==> config.mk <==
export PLATFORM = sky130hd
export DESIGN_NAME = commit_trace_buffer_flat
export DESIGN_NICKNAME = d
export VERILOG_FILES = /design/src/rtl/commit_trace_buffer_if.sv /design/src/rtl/commit_trace_buffer.sv /design/src/flat_wrapper.sv
export SDC_FILE = /design/constraint.sdc
export NUM_CORES = 1
export LEC_CHECK = 0
export BUFFER_PORTS_ARGS = -buffer_cell sky130_fd_sc_hd__buf_2
export CAP_MARGIN = 20
export CORE_ASPECT_RATIO = 0.5
export CORE_MARGIN = 2
export CORE_UTILIZATION = 40
export DETAILED_ROUTE_END_ITERATION = 10
export PLACE_DENSITY = 0.69
export SETUP_SLACK_MARGIN = 0.02
export SLEW_MARGIN = 0
export SYNTH_ARGS = -nofsm -noshare
export SYNTH_HDL_FRONTEND = slang
export SYNTH_SLANG_ARGS = --single-unit
==> constraint.sdc <==
create_clock -name clk -period 6.8 [get_ports clk]
set_input_delay 1.02 -clock clk [delete_from_list [all_inputs] [get_ports clk]]
set_output_delay 1.02 -clock clk [all_outputs]
set_load 0.05 [all_outputs]
==> src/rtl/commit_trace_buffer_if.sv <==
// Retire-side and trace-side handshake bundle for commit_trace_buffer.
// master = writeback stage plus trace consumer; slave = the buffer itself.
interface commit_trace_buffer_if;
  logic        retire_valid;
  logic [15:0] retire_pc;
  logic        retire_regwrite;
  logic [2:0]  retire_wreg;
  logic [15:0] retire_wdata;
  logic        retire_memread;
  logic        retire_memwrite;
  logic [15:0] retire_addr;
  logic [15:0] retire_mdata;
  logic        retire_halt;
  logic        retire_stall;
  logic        trace_valid;
  logic        trace_ready;
  logic [70:0] trace_rec;

  modport master (
    output retire_valid, retire_pc, retire_regwrite, retire_wreg, retire_wdata,
           retire_memread, retire_memwrite, retire_addr, retire_mdata, retire_halt,
           trace_ready,
    input  retire_stall, trace_valid, trace_rec
  );

  modport slave (
    input  retire_valid, retire_pc, retire_regwrite, retire_wreg, retire_wdata,
           retire_memread, retire_memwrite, retire_addr, retire_mdata, retire_halt,
           trace_ready,
    output retire_stall, trace_valid, trace_rec
  );
endinterface

==> src/rtl/commit_trace_buffer.sv <==
// Commit trace FIFO: a record appears on trace_rec the cycle after push; retire_stall only when full.
// trace_rec holds while unready. Define COMMIT_TRACE_CYCLE_CNT_EN to build the cycle_count counter.
module commit_trace_buffer #(
  parameter int DEPTH = 4
) (
  input  logic                 clk,
  input  logic                 rst_n,
  commit_trace_buffer_if.slave bus,
  output logic [31:0]          inst_count,
  output logic [31:0]          cycle_count,
  output logic                 done
);
  localparam int AW = (DEPTH > 1) ? $clog2(DEPTH) : 1;
  localparam int CW = $clog2(DEPTH + 1);

  typedef struct packed {
    logic [15:0] pc;
    logic        regwrite;
    logic [2:0]  wreg;
    logic [15:0] wdata;
    logic        memread;
    logic        memwrite;
    logic [15:0] addr;
    logic [15:0] mdata;
    logic        halt;
  } rec_t;

  rec_t          mem [DEPTH];
  rec_t          wr_rec;
  logic [AW-1:0] rd_ptr;
  logic [AW-1:0] wr_ptr;
  logic [CW-1:0] occ;
  logic          halted;
  logic          full;
  logic          empty;
  logic          push;
  logic          pop;

  // Stall and valid decode from occupancy alone, so the consumer's ready never reaches writeback.
  assign full  = (occ == CW'(DEPTH));
  assign empty = (occ == '0);
  assign push  = bus.retire_valid && !full && !halted;
  assign pop   = !empty && bus.trace_ready;

  assign wr_rec = '{
    pc:       bus.retire_pc,
    regwrite: bus.retire_regwrite,
    wreg:     bus.retire_wreg,
    wdata:    bus.retire_wdata,
    memread:  bus.retire_memread,
    memwrite: bus.retire_memwrite,
    addr:     bus.retire_addr,
    mdata:    bus.retire_mdata,
    halt:     bus.retire_halt
  };

  assign bus.retire_stall = full;
  assign bus.trace_valid  = !empty;
  assign bus.trace_rec    = mem[rd_ptr];
  assign done             = halted && empty;

  // Storage needs no reset: contents are only observed while trace_valid is high.
  always_ff @(posedge clk) begin
    if (push) begin
      mem[wr_ptr] <= wr_rec;
    end
  end

  always_ff @(posedge clk or negedge rst_n) begin
    if (!rst_n) begin
      rd_ptr     <= '0;
      wr_ptr     <= '0;
      occ        <= '0;
      halted     <= 1'b0;
      inst_count <= '0;
    end else begin
      if (push) begin
        wr_ptr <= wr_ptr + AW'(1);
      end
      if (pop) begin
        rd_ptr <= rd_ptr + AW'(1);
      end
      case ({push, pop})
        2'b10:   occ <= occ + CW'(1);
        2'b01:   occ <= occ - CW'(1);
        default: occ <= occ;
      endcase
      if (push && (inst_count != '1)) begin
        inst_count <= inst_count + 32'd1;
      end
      if (push && bus.retire_halt) begin
        halted <= 1'b1;
      end
    end
  end

`ifdef COMMIT_TRACE_CYCLE_CNT_EN
  // Counts the edge that accepts HALT, then freezes.
  always_ff @(posedge clk or negedge rst_n) begin
    if (!rst_n) begin
      cycle_count <= '0;
    end else if (!halted && (cycle_count != '1)) begin
      cycle_count <= cycle_count + 32'd1;
    end
  end
`else
  assign cycle_count = '0;
`endif

endmodule

==> src/flat_wrapper.sv <==
// flat-port wrapper written by rule: the top's interface ports become plain ports
module commit_trace_buffer_flat 
#(
  parameter int DEPTH = 4
)
  (clk, rst_n, inst_count, cycle_count, done, bus_retire_valid, bus_retire_pc, bus_retire_regwrite, bus_retire_wreg, bus_retire_wdata, bus_retire_memread, bus_retire_memwrite, bus_retire_addr, bus_retire_mdata, bus_retire_halt, bus_trace_ready, bus_retire_stall, bus_trace_valid, bus_trace_rec);
  commit_trace_buffer_if bus_i ();
  input  logic clk;
  input  logic rst_n;
  output logic [31:0] inst_count;
  output logic [31:0] cycle_count;
  output logic done;
  input wire logic [$bits(bus_i.retire_valid)-1:0] bus_retire_valid;
  input wire logic [$bits(bus_i.retire_pc)-1:0] bus_retire_pc;
  input wire logic [$bits(bus_i.retire_regwrite)-1:0] bus_retire_regwrite;
  input wire logic [$bits(bus_i.retire_wreg)-1:0] bus_retire_wreg;
  input wire logic [$bits(bus_i.retire_wdata)-1:0] bus_retire_wdata;
  input wire logic [$bits(bus_i.retire_memread)-1:0] bus_retire_memread;
  input wire logic [$bits(bus_i.retire_memwrite)-1:0] bus_retire_memwrite;
  input wire logic [$bits(bus_i.retire_addr)-1:0] bus_retire_addr;
  input wire logic [$bits(bus_i.retire_mdata)-1:0] bus_retire_mdata;
  input wire logic [$bits(bus_i.retire_halt)-1:0] bus_retire_halt;
  input wire logic [$bits(bus_i.trace_ready)-1:0] bus_trace_ready;
  output wire logic [$bits(bus_i.retire_stall)-1:0] bus_retire_stall;
  output wire logic [$bits(bus_i.trace_valid)-1:0] bus_trace_valid;
  output wire logic [$bits(bus_i.trace_rec)-1:0] bus_trace_rec;
  assign bus_i.retire_valid = bus_retire_valid;
  assign bus_i.retire_pc = bus_retire_pc;
  assign bus_i.retire_regwrite = bus_retire_regwrite;
  assign bus_i.retire_wreg = bus_retire_wreg;
  assign bus_i.retire_wdata = bus_retire_wdata;
  assign bus_i.retire_memread = bus_retire_memread;
  assign bus_i.retire_memwrite = bus_retire_memwrite;
  assign bus_i.retire_addr = bus_retire_addr;
  assign bus_i.retire_mdata = bus_retire_mdata;
  assign bus_i.retire_halt = bus_retire_halt;
  assign bus_i.trace_ready = bus_trace_ready;
  assign bus_retire_stall = bus_i.retire_stall;
  assign bus_trace_valid = bus_i.trace_valid;
  assign bus_trace_rec = bus_i.trace_rec;
  commit_trace_buffer #(.DEPTH(DEPTH)) u_core (.clk(clk), .rst_n(rst_n), .bus(bus_i), .inst_count(inst_count), .cycle_count(cycle_count), .done(done));
endmodule
# [Yosys cells after proc, flatten, opt, wreduce, memory -nomap -nowiden]
# Memory sizes are Yosys's and may differ from the RTL's.
# Index checks and enable logic that the tools add are counted.
[op_classes] addsub=5 n_eq_ne=4 muxes=3 n_reduce_logical=11
[ops] cell="32-bit by 1-bit adder with 32-bit output (second input constant)" count=1
[ops] cell="32-bit != test (second input constant)" count=1
[ops] cell="1-bit logical AND" count=6
[ops] cell="3-bit case mux with 2 select lines" count=1
[ops] cell="2-bit by 1-bit adder with 2-bit output (second input constant)" count=2
[ops] cell="3-bit by 1-bit adder with 3-bit output (second input constant)" count=1
[ops] cell="3-bit == test (second input constant)" count=1
[ops] cell="1-bit logical NOT" count=3
[ops] cell="3-bit logical NOT" count=1
[ops] cell="3-bit by 1-bit subtractor with 3-bit output (second input constant)" count=1
[ops] cell="2-bit by 1-bit == test with 1-bit output (second input constant)" count=1
[ops] cell="2-bit == test (second input constant)" count=1
[ops] cell="1-bit two-way mux" count=2
[ops] cell="2-bit nonzero test" count=1
[totals] regBits=40 mem_bits_rw=284 in_bits=75 out_inout_bits=138 elab_cells=29 memories=1
[memory_table] name="u_core.mem" words=4 word_bits=71 rd=1 rd_ports_with_merged_regs=0 wr=1 line_no="commit_trace_buffer.sv:28" source="rec_t mem [DEPTH];"

# [Depth between registers and ports, before layout]
# Gate-level depths: netlist of run 1.
[logic_depth] ltp_word=6 depth_mapped=10 ltp_nobuf=9

# [Worst setup path before layout of run 1]
# Ideal clock, no wire load.
[synth_timing] path_kind="input to register" startpoint="in bus_retire_valid" endpoint="mem u_core.mem[0][0] in the netlist's numbering (enable)" setup_ns=0.437 arrival_time_ns=3.259 required_ns=6.363 slack_ns=3.104 path_stages=4 path_cell_list="nand2b_1 -> nor2_1 -> clkbuf_1 -> and2_1"
[synth_between] elab_chain_cells=4
[synth_rtl] element="start, declared" line_no="flat_wrapper.sv:13" source="input wire logic [$bits(bus_i.retire_valid)-1:0] bus_retire_valid;"
[synth_rtl] element="1-bit logical AND (2 in a row)" line_no="commit_trace_buffer.sv:42" source="assign push = bus.retire_valid && !full && !halted;"
[synth_rtl] element="1-bit two-way mux" line_no="commit_trace_buffer.sv:64" source="if (push) begin"
[synth_rtl] element="1-bit two-way mux (not written as such)" line_no="commit_trace_buffer.sv:65" source="mem[wr_ptr] <= wr_rec;"
[synth_rtl] element="end, declared" line_no="commit_trace_buffer.sv:28"
# Every way passes these cells.

# [Worst setup path in the final report of run 1]
[layout_timing] startpoint="reg u_core.rd_ptr[0]" endpoint="out bus_trace_rec[8]"
[layout_between] elab_chain_cells=1
[layout_rtl] element="start, declared" line_no="commit_trace_buffer.sv:30" source="logic [AW-1:0] rd_ptr;"
[layout_rtl] element="start signal, assigned" line_no="commit_trace_buffer.sv:81" source="rd_ptr <= rd_ptr + AW'(1);"
[layout_rtl] element="memory read 4 x 71 bit"
[layout_rtl] element="end, declared" line_no="flat_wrapper.sv:26" source="output wire logic [$bits(bus_i.trace_rec)-1:0] bus_trace_rec;"
# Every way passes these cells.

==> summary.txt, run 1 <==
Power and ir drop
  • PnR Total Power: 6.20 mW
  • Cell area power density: ~420 mW/mm2
  • Leakage: between 5 and 6 nW
  • Maximum vdd drop: roughly 0.23 mV

Drt
  • Final WL: ~24 mm
  • Remaining DRCs: 0
  • Initial DRT Pass Iterations: 4
  • Wirelength per Cell: 19.5 um
  • ANT nets after route: 0
  • Via/cell ratio: 4.94
  • DRT iter0 DRCs: roughly 350
  • Routed vias: slightly above 6,000

CTS
  • Reg clk slew, reported paths: roughly 0.070 ns
  • Maximum clock path buffer count: 3
  • PostCTS Resize Cnt: 0
  • Root Driver: clkbuf_16
  • Hold_buf cts: 0
  • Clk_lat worst skew: 0.55 ns
  • # clock sinks: approximately 320
  • Depth of the CTS H-tree: 1
  • Setup bufs post-CTS: 0
  • CTS tree: yes
  • Cts bufs inserted: 29

Flow run
  • # Max-Cap Violations: 0

Timing
  • Setup_tns: 0 ns
  • Worst Tran Pin Value: about 0.92 ns
  • RSZ-0062 raised after global routing: false
  • Period utilisation layout: roughly three fifths
  • Hold slack: around 0.5 ns
  • Final Slew Violations: 0
  • Rel. slew slack: 38.8%
  • Fmax: 0.246 GHz
  • Clock Skew: around 0.011 ns
  • Final Hold Fails: 0
  • Tmin final: between 4 and 5 ns
  • Final setup vio count: 0

Global route
  • Total GRT Usage: between 10% and 20%
  • Vias in the first global route: 6,452
  • Initial antenna violation count: 1
  • First-pass GRT wire length: approximately 37 mm
  • Remaining global-route overflow: 0
  • Largest net degree at the start of global routing: 73

Yosys
  • Mapped Cells: 598
  • Seq/Total Area, Yosys: between 70% and 80%
  • Synth Cell Area: 0.0125 mm2
  • Asr flop ratio synth: roughly an eighth
  • Synth area leader: edfxtp_1
  • Ys flop type: edfxtp_1
  • Area contributors post-synth: edfxtp_1 (68%), mux4_2 (13%), dfrtp_1 (8.0%)
  • Number of flops mapped to enable cells by yosys: about 280
  • Synth cell types: 46
  • Avg Cell Area, Syn: around 21 um2
  • Seq cells post-synth: about 320
  • Share of the synthesized area in the top cell type: 68.0%
  • Yosys warning count: 0

Finish
  • Most common cell after layout, fill and taps aside: edfxtp_1
  • Nets: a little under 900
  • Non-Filler Instances: approximately 1,200
  • Area Overhead vs Synth: 18.4%
  • Fraction of layout cells with a size suffix above 1: 39.8%
  • Commonest cells after routing, fill and taps aside: edfxtp_1 (284), buf_2 (180), mux4_2 (71)
  • Fin area: about 0.015 mm2

Die
  • Die Height: roughly 130 um
  • Die Span X: roughly 250 um
  • Io pins: around 210
  • Core area: 0.0306 mm2
  • Initial core utilization: between 40% and 50%
  • Row count: 45
  • Die ar.: between 0.03 and 0.04 mm2

Hold path
  • HP Class: flop to flop

Placement
  • Routability congestion estimate: around 0.73
  • DP Area: between 0.01 and 0.015 mm2
  • PortBufs: 180
  • DP Cell Count: between 1,000 and 1,500
  • Half-perimeter wire length after placement: 14.6 mm

Outcome
  • Run status: finished clean

Worst setup path
  • Critical Path Source Type: flop
  • Nature of the critical path endpoint: primary output
  • Worst EP arrival: a little over 3 ns
  • Critical setup path kind: flop to primary output
  • Crit path max fanout: 40
  • Required @ worst endpoint: just under 6 ns
-- report_power, final --
part | internal [mW] | switching (mW)
clock | 0.858 | 0.701
combinational | 0.656 | 1.49
sequential | 2.32 | 0.176
total | 3.83 | 2.37
-- worst paths after layout --
kind / startpoint / endpoint / slack [ns] / cells past startpoint
max: u_core.rd_ptr[0] / bus_trace_rec[8] / 2.73 / 3
min: u_core.inst_count[19] / u_core.inst_count[19] / 0.50 / 1
min reg2reg: u_core.inst_count[19] / u_core.inst_count[19] / 0.50 / 1
max in group asynchronous: rst_n / u_core.rd_ptr[0] / 5.52 / 1
max reg2reg: u_core.occ[2] / u_core.mem[3][25] / 4.13 / 5
min in group asynchronous: rst_n / u_core.inst_count[17] / 0.60 / 1
-- worst max-delay path, cell delays in order (launching register included) --
cell     delay [ns]
dfrtp_4        0.94
buf_4          0.70
mux4_2         0.61
buf_2          0.23
-- area by class of cell --
class | count | area [um2]
diodes | 1 | 2.50
multi-input cells | 246 | 2790
well taps | 423 | 529
inverters | 9 | 33.8
clock inverters | 19 | 156
flip-flops and latches | 324 | 9540
repair buffers | 190 | 1070
fillers | 2575 | 15700
clock buffers | 33 | 741
-- metal layers --
metal  part of all wire (%)  global-route usage (%)  up-vias  routed length [um]
met3                    4.2                    2.83       31                1020
met4                    1.6                    3.32        0                 398
met2                     52                    26.2      132               12800
li1                       -                       -     2765                   -
met1                     42                    19.5     3224               10100
met5                      0                       0        -                   0
-- registers in the layout (all words and copies together), names as in the netlist --
name and cells:
u_core.mem 284, u_core.inst_count 32, u_core.occ 3, u_core.rd_ptr 2, u_core.wr_ptr 2, u_core.halted 1
-- Yosys cell counts (all sizes together) (2+ instances only) --
library cell,instances
a211o,2
a211oi,2
a21oi,2
and2,5
and3,5
buf,40
clkbuf,10
dfrtp,40
edfxtp,284
ha,6
inv,9
mux4,71
nand2,15
nand2b,2
nand3,16
nand4,14
nor2,10
nor3,7
nor4,4
o21ai,2
or3,4
or4,2
xnor2,24
xor2,8
-- per-stage QoR --
stage	setup slack, ns	utilization [%]
after floorplan	3.10	-
after global placement	3.17	45.2
after detailed placement	3.13	45.2
after CTS	2.54	48.2
after global routing	2.41	48.6
final	2.73	48.6
-- cell families after synthesis --
| logic type | after synthesis | synth area share (%) |
|---|---|---|
| flops | 324 | 76.0 |
| buf+inv | 59 | 2.81 |
| xor+xnor | 32 | 2.29 |
| simple gates | 87 | 4.11 |
| fa+ha+maj | 7 | 0.758 |
| other cells | 1 | 0.0299 |
| mux | 73 | 12.9 |
| compound gates | 15 | 1.11 |
Note: power is estimated with default switching activity, not from simulation.
==> inputs of run 2 (changes only) <==
Settings changed: ABC_AREA from default to 1.
Clock period 6.8 ns to 4.18 ns, I/O delays scaled along.
==> run 2 against run 1 <==
Setup slack got worse by 1.7 ns. Clock skew up 0.0072 ns. Critical path type unchanged. Via count rose by 46%. Cell area increased by 5.2%. Highest routed layer unchanged. Largest power group is now combinational cells. Core utilization shrank 1.2 points. First-iteration DRC count is 110% higher.
==> summary.txt, run 2 <==
Finish
  • Fill count: 2,925 (+14%)
  • Most flop-heavy register: u_core.mem
  • Fin area: 0.0156 mm2 (+5.2%)
  • Post-layout util: 47.4% (-1.2 points)
  • Nets: 1,397 (+58%)
  • Max reg flops: 284 (unchanged)
  • Commonest cells after routing, fill and taps aside: edfxtp_1 (284), nor2_1 (199), nand2_1 (199)
  • Area Overhead vs Synth: 17.0%
  • Fraction of layout cells with a size suffix above 1: 19.2% (-21 points)
  • Leading registers by flop count: u_core.mem x284, u_core.inst_count x32, u_core.occ x3
  • Most common cell after layout, fill and taps aside: edfxtp_1

Worst setup path
  • Slowest CP cell: dfrtp_4
  • Reg2Reg Launch Point: u_core.occ[0]
  • R2R Path End: u_core.mem[0][17]
  • Reg2reg path depth: 5 (unchanged)
  • Critical Path Source Type: flop
  • CP peak stage delay: 0.50 ns (-0.44 ns)
  • Crit-path cells: inv_4 > buf_4 > o21ai_0 > o22ai_1 > buf_2
  • Worst EP arrival: 2.55 ns (-0.50 ns)
  • Required @ worst endpoint: 3.55 ns (-2.23 ns)
  • Critical setup path kind: flop to primary output
  • Worst reg2reg setup slack: 1.91 ns (-2.22 ns)
  • Crit path max fanout: 64 (+60%)
  • Nature of the critical path endpoint: primary output

Yosys
  • Avg Cell Area, Syn: 11.7 um2 (-44%)
  • Seq cells post-synth: 324 (unchanged)
  • Synth top cells by count: edfxtp_1 (284), nor2_1 (203), nand2_1 (199)
  • Area contributors post-synth: edfxtp_1 (64%), dfrtp_1 (7.5%), nor2_1 (5.7%)
  • Mapped Cells: 1,140 (+91%)
  • Synth area leader: edfxtp_1
  • Ys flop type: edfxtp_1
  • Synth Cell Area: 0.0134 mm2 (+6.5%)
  • Synth cell types: 26 (-43%)
  • Number of flops mapped to enable cells by yosys: 284 (unchanged)
  • Asr flop ratio synth: 12.3% (unchanged)
  • Share of the synthesized area in the top cell type: 63.8% (-4.2 points)
  • Seq/Total Area, Yosys: 71.3% (-4.7 points)
  • Yosys warning count: 0 (unchanged)
  • Most instantiated library cell after synthesis: edfxtp_1

Timing
  • Final Hold Fails: 0 (unchanged)
  • Fmax: approximately 0.31 GHz
  • Final Slew Violations: 0 (unchanged)
  • Final setup vio count: 0 (unchanged)
  • Tmin final: roughly 3.2 ns
  • Period utilisation layout: roughly three quarters
  • Worst Tran Pin Value: 1.01 ns (+0.0879 ns)
  • Final WS setup: 1.00 ns (-1.72 ns)
  • Clock Skew: 0.0185 ns (+0.00716 ns)
  • RSZ-0062 raised after global routing: false
  • Rel. slew slack: 32.8% (-6.0 points)
  • Setup_tns: 0 ns (unchanged)

CTS
  • Maximum clock path buffer count: 3 (unchanged)
  • Hold_buf cts: 0 (unchanged)
  • Root Driver: clkbuf_16
  • Reg clk slew, reported paths: 0.06 ns (about the same)
  • Cts bufs inserted: 30 (+3.4%)
  • Clk_lat worst skew: 0.57 ns (+0.02 ns)
  • CTS tree: yes
  • PostCTS Resize Cnt: 0 (unchanged)
  • Setup bufs post-CTS: 0 (unchanged)
  • # clock sinks: 324 (unchanged)
  • Depth of the CTS H-tree: 1 (unchanged)

Drt
  • Via/cell ratio: 5.06 (+2.3%)
  • Initial DRT Pass Iterations: 5 (+1)
  • Routed vias: 8,989 (+46%)
  • Final WL: 30.4 mm (+25%)
  • Wirelength per Cell: 17.1 um (-12%)
  • ANT nets after route: 0 (unchanged)
  • Remaining DRCs: 0 (unchanged)
  • DRT iter0 DRCs: 725 (+110%)

Placement
  • Dpl ws: 1.58 ns (-1.55 ns)
  • DP Area: 0.0147 mm2 (+6.1%)
  • Routability congestion estimate: 0.824 (+12%)
  • PortBufs: 180 (unchanged)
  • Half-perimeter wire length after placement: 18.9 mm (+30%)

Power and ir drop
  • Leakage: 5.80 nW (+11%)
  • Maximum vdd drop: 0.374 mV (+66%)
  • Cell area power density: 660 mW/mm2 (+58%)

Global route
  • First-pass GRT wire length: 47.8 mm (+29%)
  • Vias in the first global route: 9,058 (+40%)
  • Remaining global-route overflow: 0 (unchanged)
  • Initial antenna violation count: 4 (+3)
  • Total GRT Usage: 17.1% (+2.2 points)
  • Largest net degree at the start of global routing: 74 (+1.4%)

Outcome
  • Run status: finished clean

Die
  • Die Height: 133 um (+3.1%)
  • Row count: 47 (+4.4%)
  • Initial core utilization: 40.5% (-0.53 points)
  • Core area: 0.0330 mm2 (+7.9%)
  • Die Span X: 262 um (+3.2%)
  • Die ar.: 0.0350 mm2 (+6.4%)
  • Io pins: 213 (unchanged)

Hold path
  • HP Class: primary input to asynchronous set/reset pin

Flow run
  • # Max-Cap Violations: 0 (unchanged)
## run 2: changes by cell type after synthesis, sizes merged, moves of 18 or more
| cell | before | now |
|---|---|---|
| nand2 | 15 | 204 |
| o21ai | 2 | 150 |
| xnor2 | 24 | 6 |
| clkbuf | 10 | 36 |
| o22ai | 0 | 71 |
| mux4 | 71 | 0 |
| inv | 9 | 50 |
| nor2 | 10 | 210 |
## run 2: critical path: cells and delay by family, from the launching register on
family,cells,cell delay (ns)
compound gates,2,0.32
buf+inv,3,1.16
flops,1,0.50
## run 2: layout make-up
class	instances	area (um2)	share of cell area, %
inverters	50	193	1.23
flip-flops and latches	324	9530	61.0
multi-input cells	714	3320	21.2
clock buffers	33	762	4.88
clock inverters	17	183	1.17
well taps	441	552	3.53
repair buffers	195	1080	6.89
diodes	4	10.0	0.0641
## run 2: metal layers
layer  GRT usage, %  part of all wire, %
met5              0                    0
met1           21.6                   42
met2           30.6                   51
met3           2.61                  4.3
met4           5.43                  2.7
## run 2: stage by stage
step / hold slack (ns) / power (mW) / std cells
after global routing: 0.232 / 10.8 / 1778
final: 0.203 / 10.3 / 1778
after floorplan: 0.331 / 6.73 / 1171
after detailed placement: 0.454 / 7.75 / 1724
after CTS: 0.214 / 10.4 / 1774
after global placement: 0.448 / 7.69 / 1724
## run 2: worst max-delay path by stage
stage	from	to	depth (start not counted)
3_5_place_dp	u_core.rd_ptr[0]	bus_trace_rec[31]	5
6_report	u_core.rd_ptr[0]	bus_trace_rec[33]	5
4_1_cts	u_core.rd_ptr[0]	bus_trace_rec[31]	5
3_3_place_gp	bus_retire_valid	u_core.mem[0][6]	6
5_1_grt	u_core.rd_ptr[0]	bus_trace_rec[33]	5
2_1_floorplan	bus_retire_valid	u_core.mem[0][0]	4
## run 2: logic make-up after synthesis
logic type	synth area share [%]
fa+ha+maj	0.712
buf+inv	4.94
compound gates	8.98
other cells	0.0281
flops	71.3
simple gates	12.9
xor+xnor	1.11
## run 2: report_power, final
part | leakage, nW | total, mW | switching, mW | internal, mW
clock | 0.456 | 2.65 | 1.16 | 1.49
sequential | 3.08 | 3.57 | 0.0212 | 3.55
combinational | 2.27 | 4.09 | 3.25 | 0.848
==> inputs of run 3 (changes only) <==
Clock period 4.18 ns to 2.94 ns, I/O delays scaled along.
==> run 3 against run 2 <==
Clock power rose by 38%. Core utilization barely moved. Die area did not move. Critical endpoint is now bus_trace_rec[68]. First-iteration DRC count rose by 2.9%. Via count rose by 0.92%. Cell count rose by 0.39%. Global-route usage rose by 0.11 points. Critical path depth did not move. Critical path type unchanged. Setup slack got worse by 0.84 ns. Sequential share of layout area barely moved. Combinational power rose by 42%.
==> summary.txt, run 3 (synthesis results as in run 2) <==
Hold path
  • HP Class: primary input to flop

Finish
  • Leading registers by flop count: u_core.mem x284, u_core.inst_count x32, u_core.occ x3
  • Fin area: 0.0156 mm2 (about the same)
  • Max reg flops: 284 (unchanged)
  • Commonest cells after routing, fill and taps aside: edfxtp_1 (284), nor2_1 (199), nand2_1 (199)
  • Most flop-heavy register: u_core.mem
  • Non-Filler Instances: 1,785 (+0.39%)
  • Fill count: 2,929 (+0.14%)
  • Fraction of layout cells with a size suffix above 1: 19.4% (+0.20 points)
  • Area Overhead vs Synth: 16.9% (about the same)
  • Most common cell after layout, fill and taps aside: edfxtp_1
  • Nets: 1,400 (+0.21%)

Global route
  • Total GRT Usage: 17.2% (+0.11 points)
  • Largest net degree at the start of global routing: 144 (+95%)
  • First-pass GRT wire length: 47.5 mm (-0.62%)
  • Vias in the first global route: 8,994 (-0.71%)
  • Initial antenna violation count: 4 (unchanged)
  • Remaining global-route overflow: 0 (unchanged)

Timing
  • Clock Skew: 0.0195 ns (+0.000991 ns)
  • Final Hold Fails: 0 (unchanged)
  • RSZ-0062 raised after global routing: false
  • Period utilisation layout: roughly 94%
  • Final setup vio count: 0 (unchanged)
  • Rel. slew slack: 58.8% (+26 points)
  • Fmax: around 0.36 GHz
  • Tmin final: 2.77 ns
  • Hold slack: 0.0737 ns (-0.129 ns)
  • Worst Tran Pin Value: 0.618 ns (-0.387 ns)
  • Final Slew Violations: 0 (unchanged)
  • Setup_tns: 0 ns (unchanged)

Power and ir drop
  • Leakage: 5.82 nW (+0.23%)
  • Cell area power density: 935 mW/mm2 (+42%)
  • PnR Total Power: 14.6 mW (+42%)
  • Maximum vdd drop: 0.519 mV (+39%)

CTS
  • CTS tree: yes
  • Root Driver: clkbuf_16
  • # clock sinks: 324 (unchanged)
  • Setup bufs post-CTS: 0 (unchanged)
  • Clk_lat worst skew: 0.58 ns (about the same)
  • Reg clk slew, reported paths: 0.06 ns (about the same)
  • Cts bufs inserted: 29 (-3.3%)
  • Depth of the CTS H-tree: 1 (unchanged)
  • Maximum clock path buffer count: 3 (unchanged)

Placement
  • DP Area: 0.0147 mm2 (about the same)
  • Half-perimeter wire length after placement: 19.0 mm (+0.41%)
  • Routability congestion estimate: 0.836 (+1.4%)
  • PortBufs: 180 (unchanged)
  • DP Cell Count: 1,726 (+0.12%)

Die
  • Die Span X: 262 um (unchanged)
  • Die ar.: 0.0350 mm2 (unchanged)
  • Initial core utilization: 40.5% (unchanged)
  • Die Height: 133 um (unchanged)
  • Io pins: 213 (unchanged)
  • Core area: 0.0330 mm2 (unchanged)
  • Row count: 47 (unchanged)

Worst setup path
  • Crit path max fanout: 32 (-50%)
  • Required @ worst endpoint: 2.50 ns (-1.05 ns)
  • Worst EP arrival: 2.33 ns (-0.22 ns)
  • Critical Path Source Type: flop
  • Nature of the critical path endpoint: primary output
  • Critical setup path kind: flop to primary output

Flow run
  • # Max-Cap Violations: 0 (unchanged)

Drt
  • Final WL: 30.7 mm (+1.0%)
  • Via/cell ratio: 5.08 (+0.53%)
  • DRT iter0 DRCs: 746 (+2.9%)
  • Remaining DRCs: 0 (unchanged)
  • Initial DRT Pass Iterations: 5 (unchanged)
  • ANT nets after route: 0 (unchanged)
  • Routed vias: 9,072 (+0.92%)
  • Wirelength per Cell: 17.2 um (+0.60%)

Outcome
  • Run status: finished clean
## run 3: changes by cell type in the layout (fill, tap and decap cells not counted), sizes merged
cell         before  now
buf             195  198
bufinv            3    2
clkbuf           33   34
clkinv           12   14
dlygate4sd3       0    1
inv              51   52
## run 3: final cells by class
class | instances | area, um2 | area share (%)
Clock inverter | 19 | 164 | 1.05
Tap cell | 441 | 552 | 3.53
Timing Repair Buffer | 199 | 1110 | 7.09
Inverter | 50 | 193 | 1.23
Sequential cell | 324 | 9540 | 61.0
Clock buffer | 34 | 744 | 4.76
Antenna cell | 4 | 10.0 | 0.0641
Multi-Input combinational cell | 714 | 3320 | 21.2
## run 3: worst max-delay path: stages (launching register included)
cell     delay, ns
dfrtp_4       0.62
inv_2         0.11
buf_4         0.33
o21ai_0       0.15
o22ai_1       0.22
buf_2         0.32
## run 3: routing by layer
metal / vias to the layer above / track usage [%] / part of all wire (%) / routed length [um]
li1: 4285 / - / - / -
met5: - / 0 / 0 / 0
met3: 62 / 3.23 / 4.6 / 1420
met2: 261 / 30.5 / 51 / 15700
met1: 4464 / 21.3 / 41 / 12700
met4: 0 / 6.03 / 3.0 / 908
## run 3: path summary, 6_finish.rpt
| kind | from | endpoint | slack (ns) | depth (start not counted) |
|---|---|---|---|---|
| setup / recovery | u_core.rd_ptr[1] | bus_trace_rec[68] | 0.17 | 5 |
| hold / removal | bus_retire_pc[6] | u_core.mem[3][61] | 0.07 | 1 |
| setup reg to reg | u_core.inst_count[0] | u_core.inst_count[17] | 0.77 | 10 |
| hold reg to reg | u_core.halted | u_core.halted | 0.47 | 2 |
| max in group asynchronous | rst_n | u_core.rd_ptr[1] | 2.05 | 3 |
| min in group asynchronous | rst_n | u_core.inst_count[0] | 0.38 | 2 |
## run 3: report_power, final
group	total [mW]	leakage [nW]	switching (mW)	internal (mW)
combinational	5.82	2.30	4.57	1.25
clock	3.66	0.442	1.66	2.00
sequential	5.14	3.08	0.0890	5.05
## run 3: through the flow
step	utilization [%]	setup WS [ns]
after floorplan	-	-0.0251
after global placement	44.4	0.710
after detailed placement	44.4	0.683
after CTS	47.2	0.0556
after global routing	47.4	0.0472
final	47.4	0.166
## run 3: repair_timing
item	in CTS	in global routing
hold endpoints to repair	0	20
resized for setup	0	2
endpoints found under the setup margin	0	11
hold buffers	0	1
